<file path="config.mk">
export PLATFORM = sky130hd
export DESIGN_NAME = vga_sync_decoder
export DESIGN_NICKNAME = d
export VERILOG_FILES = /design/src/rtl/vga_sync_decoder.sv
export SDC_FILE = /design/constraint.sdc
export NUM_CORES = 1
export LEC_CHECK = 0
export CORE_MARGIN = 2
export CORE_UTILIZATION = 31
export CTS_CLUSTER_DIAMETER = 120
export DETAILED_ROUTE_END_ITERATION = 6
export PLACE_DENSITY = 0.55
export SYNTH_ARGS = -nofsm -noshare
export SYNTH_HDL_FRONTEND = slang
export SYNTH_SLANG_ARGS = --single-unit
</file>
<file path="constraint.sdc">
create_clock -name clk -period 7.38 [get_ports clk]
set_input_delay 1.107 -clock clk [delete_from_list [all_inputs] [get_ports clk]]
set_output_delay 1.107 -clock clk [all_outputs]
set_load 0.05 [all_outputs]
</file>
<file path="src/rtl/vga_sync_decoder.sv">
// Receive-side VGA timing recovery for the Tiny VGA Pmod bus: locks after two matching frames.
// Optional per-frame CRC-16-CCITT of captured pixels is built only when FRAME_CRC_EN is defined.
`timescale 1ns/1ps
module vga_sync_decoder #(
  parameter int unsigned H_START  = 144,
  parameter int unsigned H_ACTIVE = 640,
  parameter int unsigned V_START  = 35,
  parameter int unsigned V_ACTIVE = 480
) (
  input  logic        clk,
  input  logic        rst_n,
  input  logic [7:0]  vga_in,
  output logic [9:0]  hpos,
  output logic [9:0]  vpos,
  output logic [5:0]  rgb,
  output logic        pixel_valid,
  output logic        locked,
  output logic        frame_done,
  output logic [9:0]  h_total,
  output logic [9:0]  v_total,
  output logic [15:0] frame_crc
);

  localparam logic [9:0] H_LO    = 10'(H_START);
  localparam logic [9:0] H_HI    = 10'(H_START + H_ACTIVE);
  localparam logic [9:0] V_LO    = 10'(V_START);
  localparam logic [9:0] V_HI    = 10'(V_START + V_ACTIVE);
  localparam logic [9:0] CNT_MAX = 10'h3FF;

  typedef enum logic [1:0] {SEARCH, MEASURE, CHECK, LOCKED} state_t;

  logic [7:0] s1_q, s2_q;
  logic       hs_edge, vs_edge;
  logic [9:0] hcnt_q, hcnt_d, lcnt_q, lcnt_d, lcnt_base;
  logic [9:0] h_meas, h_tot_q, h_tot_d, v_tot_q, ref_v_q;
  logic       line_err_q, fd_pulse_q;
  state_t     state_q;
  logic       in_win;
  logic [5:0] rgb_pix;

  logic [9:0] hpos_q, vpos_q, h_total_q, v_total_q;
  logic [5:0] rgb_q;
  logic       pv_q, locked_q, frame_done_q;

  function automatic logic [9:0] sat_inc(input logic [9:0] v);
    return (v == CNT_MAX) ? v : v + 10'd1;
  endfunction

  always_ff @(posedge clk or negedge rst_n) begin
    if (!rst_n) begin
      s1_q <= '0;
      s2_q <= '0;
    end else begin
      s1_q <= vga_in;
      s2_q <= s1_q;
    end
  end

  assign hs_edge = s2_q[7] & ~s1_q[7];
  assign vs_edge = s2_q[3] & ~s1_q[3];

  // Bus order is interleaved; regroup into {R1,R0,G1,G0,B1,B0}.
  for (genvar gi = 0; gi < 3; gi++) begin : g_rgb
    assign rgb_pix[2*(2-gi)+1] = s2_q[gi];
    assign rgb_pix[2*(2-gi)]   = s2_q[gi+4];
  end

  always_comb begin
    h_meas    = sat_inc(hcnt_q);
    hcnt_d    = hs_edge ? 10'd0 : h_meas;
    h_tot_d   = hs_edge ? h_meas : h_tot_q;
    // A vsync edge clears first, so a coincident hsync edge leaves lcnt at 1.
    lcnt_base = vs_edge ? 10'd0 : lcnt_q;
    lcnt_d    = hs_edge ? sat_inc(lcnt_base) : lcnt_base;
  end

  always_ff @(posedge clk or negedge rst_n) begin
    if (!rst_n) begin
      hcnt_q  <= '0;
      lcnt_q  <= '0;
      h_tot_q <= '0;
    end else begin
      hcnt_q  <= hcnt_d;
      lcnt_q  <= lcnt_d;
      h_tot_q <= h_tot_d;
    end
  end

  always_ff @(posedge clk or negedge rst_n) begin
    if (!rst_n) begin
      state_q    <= SEARCH;
      ref_v_q    <= '0;
      v_tot_q    <= '0;
      line_err_q <= 1'b0;
      fd_pulse_q <= 1'b0;
    end else begin
      fd_pulse_q <= 1'b0;
      case (state_q)
        SEARCH: if (vs_edge) state_q <= MEASURE;
        MEASURE: if (vs_edge) begin
          state_q    <= CHECK;
          ref_v_q    <= lcnt_q;
          line_err_q <= 1'b0;
        end
        CHECK: if (vs_edge) begin
          v_tot_q    <= lcnt_q;
          line_err_q <= 1'b0;
          if (lcnt_q == ref_v_q && lcnt_q != 10'd0 && !line_err_q) begin
            state_q    <= LOCKED;
            fd_pulse_q <= 1'b1;
          end else begin
            ref_v_q <= lcnt_q;
          end
        end
        LOCKED: begin
          if (vs_edge) v_tot_q <= lcnt_q;
          if (line_err_q || hcnt_q == CNT_MAX || (vs_edge && lcnt_q != ref_v_q))
            state_q <= SEARCH;
          else if (vs_edge)
            fd_pulse_q <= 1'b1;
        end
        default: state_q <= SEARCH;
      endcase
      // A length mismatch wins over a same-cycle clear.
      if (hs_edge && h_meas != h_tot_q) line_err_q <= 1'b1;
    end
  end

  assign in_win = (hcnt_q >= H_LO) && (hcnt_q < H_HI) &&
                  (lcnt_q >= V_LO) && (lcnt_q < V_HI);

  always_ff @(posedge clk or negedge rst_n) begin
    if (!rst_n) begin
      hpos_q       <= '0;
      vpos_q       <= '0;
      rgb_q        <= '0;
      pv_q         <= 1'b0;
      locked_q     <= 1'b0;
      frame_done_q <= 1'b0;
      h_total_q    <= '0;
      v_total_q    <= '0;
    end else begin
      rgb_q        <= rgb_pix;
      pv_q         <= (state_q == LOCKED) && in_win;
      locked_q     <= (state_q == LOCKED);
      frame_done_q <= fd_pulse_q;
      h_total_q    <= h_tot_q;
      v_total_q    <= v_tot_q;
      if (in_win) begin
        hpos_q <= hcnt_q - H_LO;
        vpos_q <= lcnt_q - V_LO;
      end
    end
  end

  assign hpos        = hpos_q;
  assign vpos        = vpos_q;
  assign rgb         = rgb_q;
  assign pixel_valid = pv_q;
  assign locked      = locked_q;
  assign frame_done  = frame_done_q;
  assign h_total     = h_total_q;
  assign v_total     = v_total_q;

`ifdef FRAME_CRC_EN
  logic [15:0] crc_run_q, frame_crc_q;

  function automatic logic [15:0] crc_step(input logic [15:0] c_in, input logic [5:0] d);
    logic [15:0] c;
    logic        fb;
    c = c_in;
    for (int i = 5; i >= 0; i--) begin
      fb = c[15] ^ d[i];
      c  = {c[14:0], 1'b0} ^ (fb ? 16'h1021 : 16'h0000);
    end
    return c;
  endfunction

  always_ff @(posedge clk or negedge rst_n) begin
    if (!rst_n) begin
      crc_run_q   <= 16'hFFFF;
      frame_crc_q <= '0;
    end else if (!locked_q) begin
      crc_run_q <= 16'hFFFF;
    end else if (frame_done_q) begin
      frame_crc_q <= crc_run_q;
      crc_run_q   <= 16'hFFFF;
    end else if (pv_q) begin
      crc_run_q <= crc_step(crc_run_q, rgb_q);
    end
  end

  assign frame_crc = frame_crc_q;
`else
  assign frame_crc = 16'h0000;
`endif

endmodule

</file>
* After elaboration in Yosys (flattened, before gate mapping)
Cells that the tools add are included.
** Storage, ports and cells
- Memories kept :: 0
- Register bits after elaboration :: 119
- Output and inout bits :: 65
- Bits of input ports :: 10
- Bits in latches :: 0
- Memory bits (writable) :: 0
- Memory bits (read-only) :: 0
- Word-level logic and storage cells :: 89
** Cells by class
- Magnitude comparators :: 4
- $add $sub $neg :: 4
- Muxes and demuxes :: 23
- Div/mod/pow operators :: 0
- Equality and inequality tests :: 14
- Multiply operators :: 0
- Shifts and indexed selects :: 0
- Reductions and logical operators :: 22
- Bitwise gates (word level) :: 4
** Operators by type and width (count)
- two-way mux 10 bit :: 8
- adder 10 x 1 -> 10 bit (second input constant) :: 2
- equality test 10 bit (second input constant) :: 2
- less-than comparator 10 bit (second input constant) :: 2
- != test 10 bit :: 2
- case mux 10 bit (2 select lines) :: 1
- != test 2 bit (second input constant) :: 6
- equality test 10 bit :: 1
- >= comparator 10 x 6 -> 1 bit (second input constant) :: 1
- >= comparator 10 x 8 -> 1 bit (second input constant) :: 1
- two-way mux 2 bit :: 5
- nonzero test 10 bit :: 1
- subtractor 10 x 6 -> 10 bit (second input constant) :: 1
- subtractor 10 x 8 -> 10 bit (second input constant) :: 1
- logical AND 1 bit :: 8
- case mux 2 bit (4 select lines) :: 1
- two-way mux 1 bit :: 7
- nonzero test 2 bit :: 3
- AND reduction 5 bit :: 1
- equality test 2 bit (second input constant) :: 2
- AND reduction 2 bit :: 2
- AND reduction 4 bit :: 1
- OR reduction 2 bit :: 2
- AND 1 bit :: 2
- other kinds (6) :: 8

* Depth between registers and ports, before layout
- Depth after elaboration :: 6
- Mapped depth :: 9
- Gate-level depth less buffers :: 8

* Worst setup path after synthesis
Ideal clock, no wire load.
- Kind :: register to register
- From :: reg hcnt_q[4]
- To :: reg state_q[1]
- Clock period less this slack :: 2.348 ns
- Library setup time :: 0.127 ns
- Stages on the path, launching flop included :: 8
- Buffers on the path :: 0
- Data arrival time :: 2.221 ns
- Slack :: 5.032 ns
- Data required time :: 7.253 ns
- Cells stage by stage :: dfrtp_1 -> ha_1 -> nand4_2 -> nor2_4 -> nor3b_2 -> or4_1 -> a222oi_1 -> mux2_1
** Between the ends
- Cells in the longest elaborated chain, start to end :: 5
** Ends and longest elaborated chain
- start: declaration :: RTL line 34 : logic [9:0] hcnt_q, hcnt_d, lcnt_q, lcnt_d, lcnt_base;
- start signal: assignment :: RTL line 83 : hcnt_q <= hcnt_d;
- equality test 10 bit :: RTL line 117 : if (line_err_q || hcnt_q == CNT_MAX || (vs_edge && lcnt_q != ref_v_q))
- logical OR 1 bit (2 in a row) :: RTL line 117
- != test 2 bit (no line)
- AND reduction 5 bit (no line)
- end signal: assignment :: RTL line 109 : state_q <= LOCKED;
- end signal: assignment :: RTL line 118 : state_q <= SEARCH;
- end signal: assignment :: RTL line 122 : default: state_q <= SEARCH;
- end: declaration :: RTL line 37 : state_t state_q;
No other way between the ends.
A chain may end at the register's enable or synchronous reset.

* Worst setup path after layout
- From :: reg hcnt_q[0]
- To :: reg state_q[1]
Same word-level chain as after synthesis.

==> results.md <==
- Yosys reg bits: 119
- Clk sinks: 119
- Synth top area share: 0.578
- DR pass1 iterations: 4
- Worst-path fanout max: 11
- Congestion Overflow GR: 0
- FP Rows: 47
- Cts hold-fix bufs: 0
- RSZ-0062 raised after global routing: false
- Worst Path Arrival: 3.14 ns
- H-tree Lvls: 4
- Die Wd: 133 um
- Initial core utilization: 0.314
- Number of remaining DRC errors: 0
- Clock tree buffer depth: 2
- Critical path cell sequence: ha_1 > nand4_2 > nor2_4 > nor3b_2 > or4_1 > a222oi_1 > mux2_1
- Fill count: 1585
- Root buf cell: clkbuf_16
- Largest net degree at the start of global routing: 84
- Initial antenna violation count: 0
- CP Launch Type: flip-flop
- Ports: 75
- Routability cong.: 0.841
- CTS Buf Count: 17
- Synth area leader: dfrtp_1
- Final min period: 2.85 ns
- 1st-iter DRT viols: 211
- Peak VDD IR: 0.000156 V
- CTS tree: built
- HPWL Detailed: 7.26 mm
- Post-synth EDFFs: 0
- Clk pin slew, worst setup/hold paths: 0.05 ns
- Ys async rst share: 1.00
- Period utilization: 0.386
- Die height: 133 um
- FMAX: 0.351 GHz
- Die area: 0.0177 mm^2
- Hold Path Class: flip-flop to flip-flop
- Routed wire length: 10.7 mm
- Synthesized cell area: 0.00516 mm^2
- Clock Latency Late Sink: 0.41 ns
- Final setup viols: 0
- Endpoints failing hold: 0
- Routed vias: 3348
- Pleak: 0.00291 uW
- Final core occ: 0.398
- Count of cell types in the netlist: 51
- Layout Nets: 521
- GRT Resource Usage Total: 0.130
- Synth Flop Type: dfrtp_1
- Worst-Margin Slew: 1.18 ns
- CP max stage delay: 0.48 ns
- Core area: 0.0164 mm^2
- Clock skew: 0.00568 ns
- Total power: 2100 uW
- CP max-delay cell: dfrtp_1
- CTS resizes: 0
- Ant diodes: 0
- Vias in the first global route: 3427
- Cells after DPL: 699
- CP delay by family, top: simple AND/OR/NAND/NOR gates
- Critical path buffer and inverter count: 0
- Total negative slack: 0 ns
- Fin cells: 731
- Syn Inst Count: 440
- Post-CTS setup buffers: 0
- Power per cell area: 321 mW/mm^2
- CP required: 7.67 ns
- Via-per-instance ratio: 4.58
- Layout area overhead: 26.7%
- First-pass GRT wire length: 17.9 mm
- Slew Viols, Final: 0
- Largest cells by area after synthesis: dfrtp_1 (58%), mux2_2 (7.2%), xnor2_1 (4.1%)
- Post-synthesis sequential area ratio: 0.578
- Max-Cap Viols: 0
- Status: finished, final reports clean
- Syn_area_per_cell: 11.7 um^2
- Syn. warnings: 0
- Routed len/inst: 14.7 um
- Max-Slew Margin vs Limit: 0.213
- CP endpoint kind: flip-flop
- DRT antenna net count: 0
- Crit path kind: flip-flop to flip-flop
- Layout cells sized above 1: 0.147
- Buffers on Ports: 58
## placed cells by master (no fill, tap or decap), types with 4 or more instances in the layout
cell             netlist  layout
nor4_1                 6       6
nor2b_1                6       6
clkbuf_16              0      17
inv_1                 12      12
xor2_1                11      11
nor3_1                12      12
o21ai_0               15      15
bufinv_16              0       6
dfrtp_1              119     119
buf_4                 18       4
mux2_2                33      33
clkdlybuf4s50_1        0      57
a21oi_1               15      15
xnor2_1               24      24
ha_1                  13      13
a31oi_1                6       6
conb_1                 1      16
nand4_1                8       8
nand2b_1               4       4
nor2_1                37      37
nand2_1               29      29
nand3_1               11      11
## flip-flops by register name, indices dropped and copies added, names as in the netlist, 10 cells and up
| signal | count |
|---|---|
| vpos | 10 |
| v_total | 10 |
| lcnt_q | 10 |
| h_tot_q | 10 |
| hpos | 10 |
| h_total | 10 |
| hcnt_q | 10 |
| ref_v_q | 10 |
| v_tot_q | 10 |
## layer usage
layer / up-vias / part of all wire / global-route usage
met1: 1639 / 0.45 / 0.166
met2: 82 / 0.47 / 0.202
li1: 1612 / - / -
met4: 0 / 0.019 / 0.0544
met3: 15 / 0.058 / 0.0460
met5: - / 0 / 0
## final cells by class
type | count | area [um^2] | share of cell area
well taps | 220 | 275 | 0.0421
clock buffers | 19 | 443 | 0.0678
inverters | 12 | 45.0 | 0.00689
clock inverters | 13 | 226 | 0.0347
multi-input cells | 287 | 1970 | 0.301
flip-flops and latches | 119 | 2980 | 0.456
repair buffers | 61 | 601 | 0.0919
## stage by stage
stage | cell area (um^2) | hold WS (ns) | worst slack, ns
after global routing | 6530 | 0.356 | 4.33
after global placement | 5860 | 0.334 | 4.72
after CTS | 6530 | 0.347 | 4.57
after detailed placement | 5860 | 0.335 | 4.59
after floorplan | 5210 | 0.331 | 5.03
final | 6530 | 0.346 | 4.53
## cells by family (layout without fill, tap and decap cells)
kind of cell	count (synthesis)	count (layout)	share of synthesized area
and+or+nand+nor	125	125	0.120
DFF	119	119	0.578
AOI/OAI and AO/OA	62	62	0.0808
buffers and inverters	49	105	0.0522
muxes	36	36	0.0781
xor gates and xnor gates	35	35	0.0595
adders and majority gates	13	13	0.0315
other	1	16	0.000727
## power breakdown
group          internal [uW]  switching (uW)
combinational            146             240
sequential               719            62.5
clock                    640             290
## Yosys cell counts (11+ instances only)
library cell and n:
nand3_1 11, nor3_1 12, nor2_1 37, buf_4 18, nand2_1 29, mux2_2 33
dfrtp_1 119, xor2_1 11, xnor2_1 24, o21ai_0 15, a21oi_1 15, ha_1 13
inv_1 12
## final timing paths
path                                     start                endpoint  slack [ns]  cells past startpoint
setup / recovery           hcnt_q[0]$_DFF_PN0_  state_q[1]$_DFFE_PN0P_        4.53                      7
hold reg to reg              s2_q[0]$_DFF_PN0_        rgb[5]$_DFF_PN0_        0.35                      0
hold / removal               s2_q[0]$_DFF_PN0_        rgb[5]$_DFF_PN0_        0.35                      0
max in group asynchronous                rst_n     hcnt_q[9]$_DFF_PN0_        5.34                      2
setup reg to reg           hcnt_q[0]$_DFF_PN0_  state_q[1]$_DFFE_PN0P_        4.53                      7
min in group asynchronous                rst_n        rgb[3]$_DFF_PN0_        0.65                      1
No activity file was read; power rests on OpenSTA's default activity.
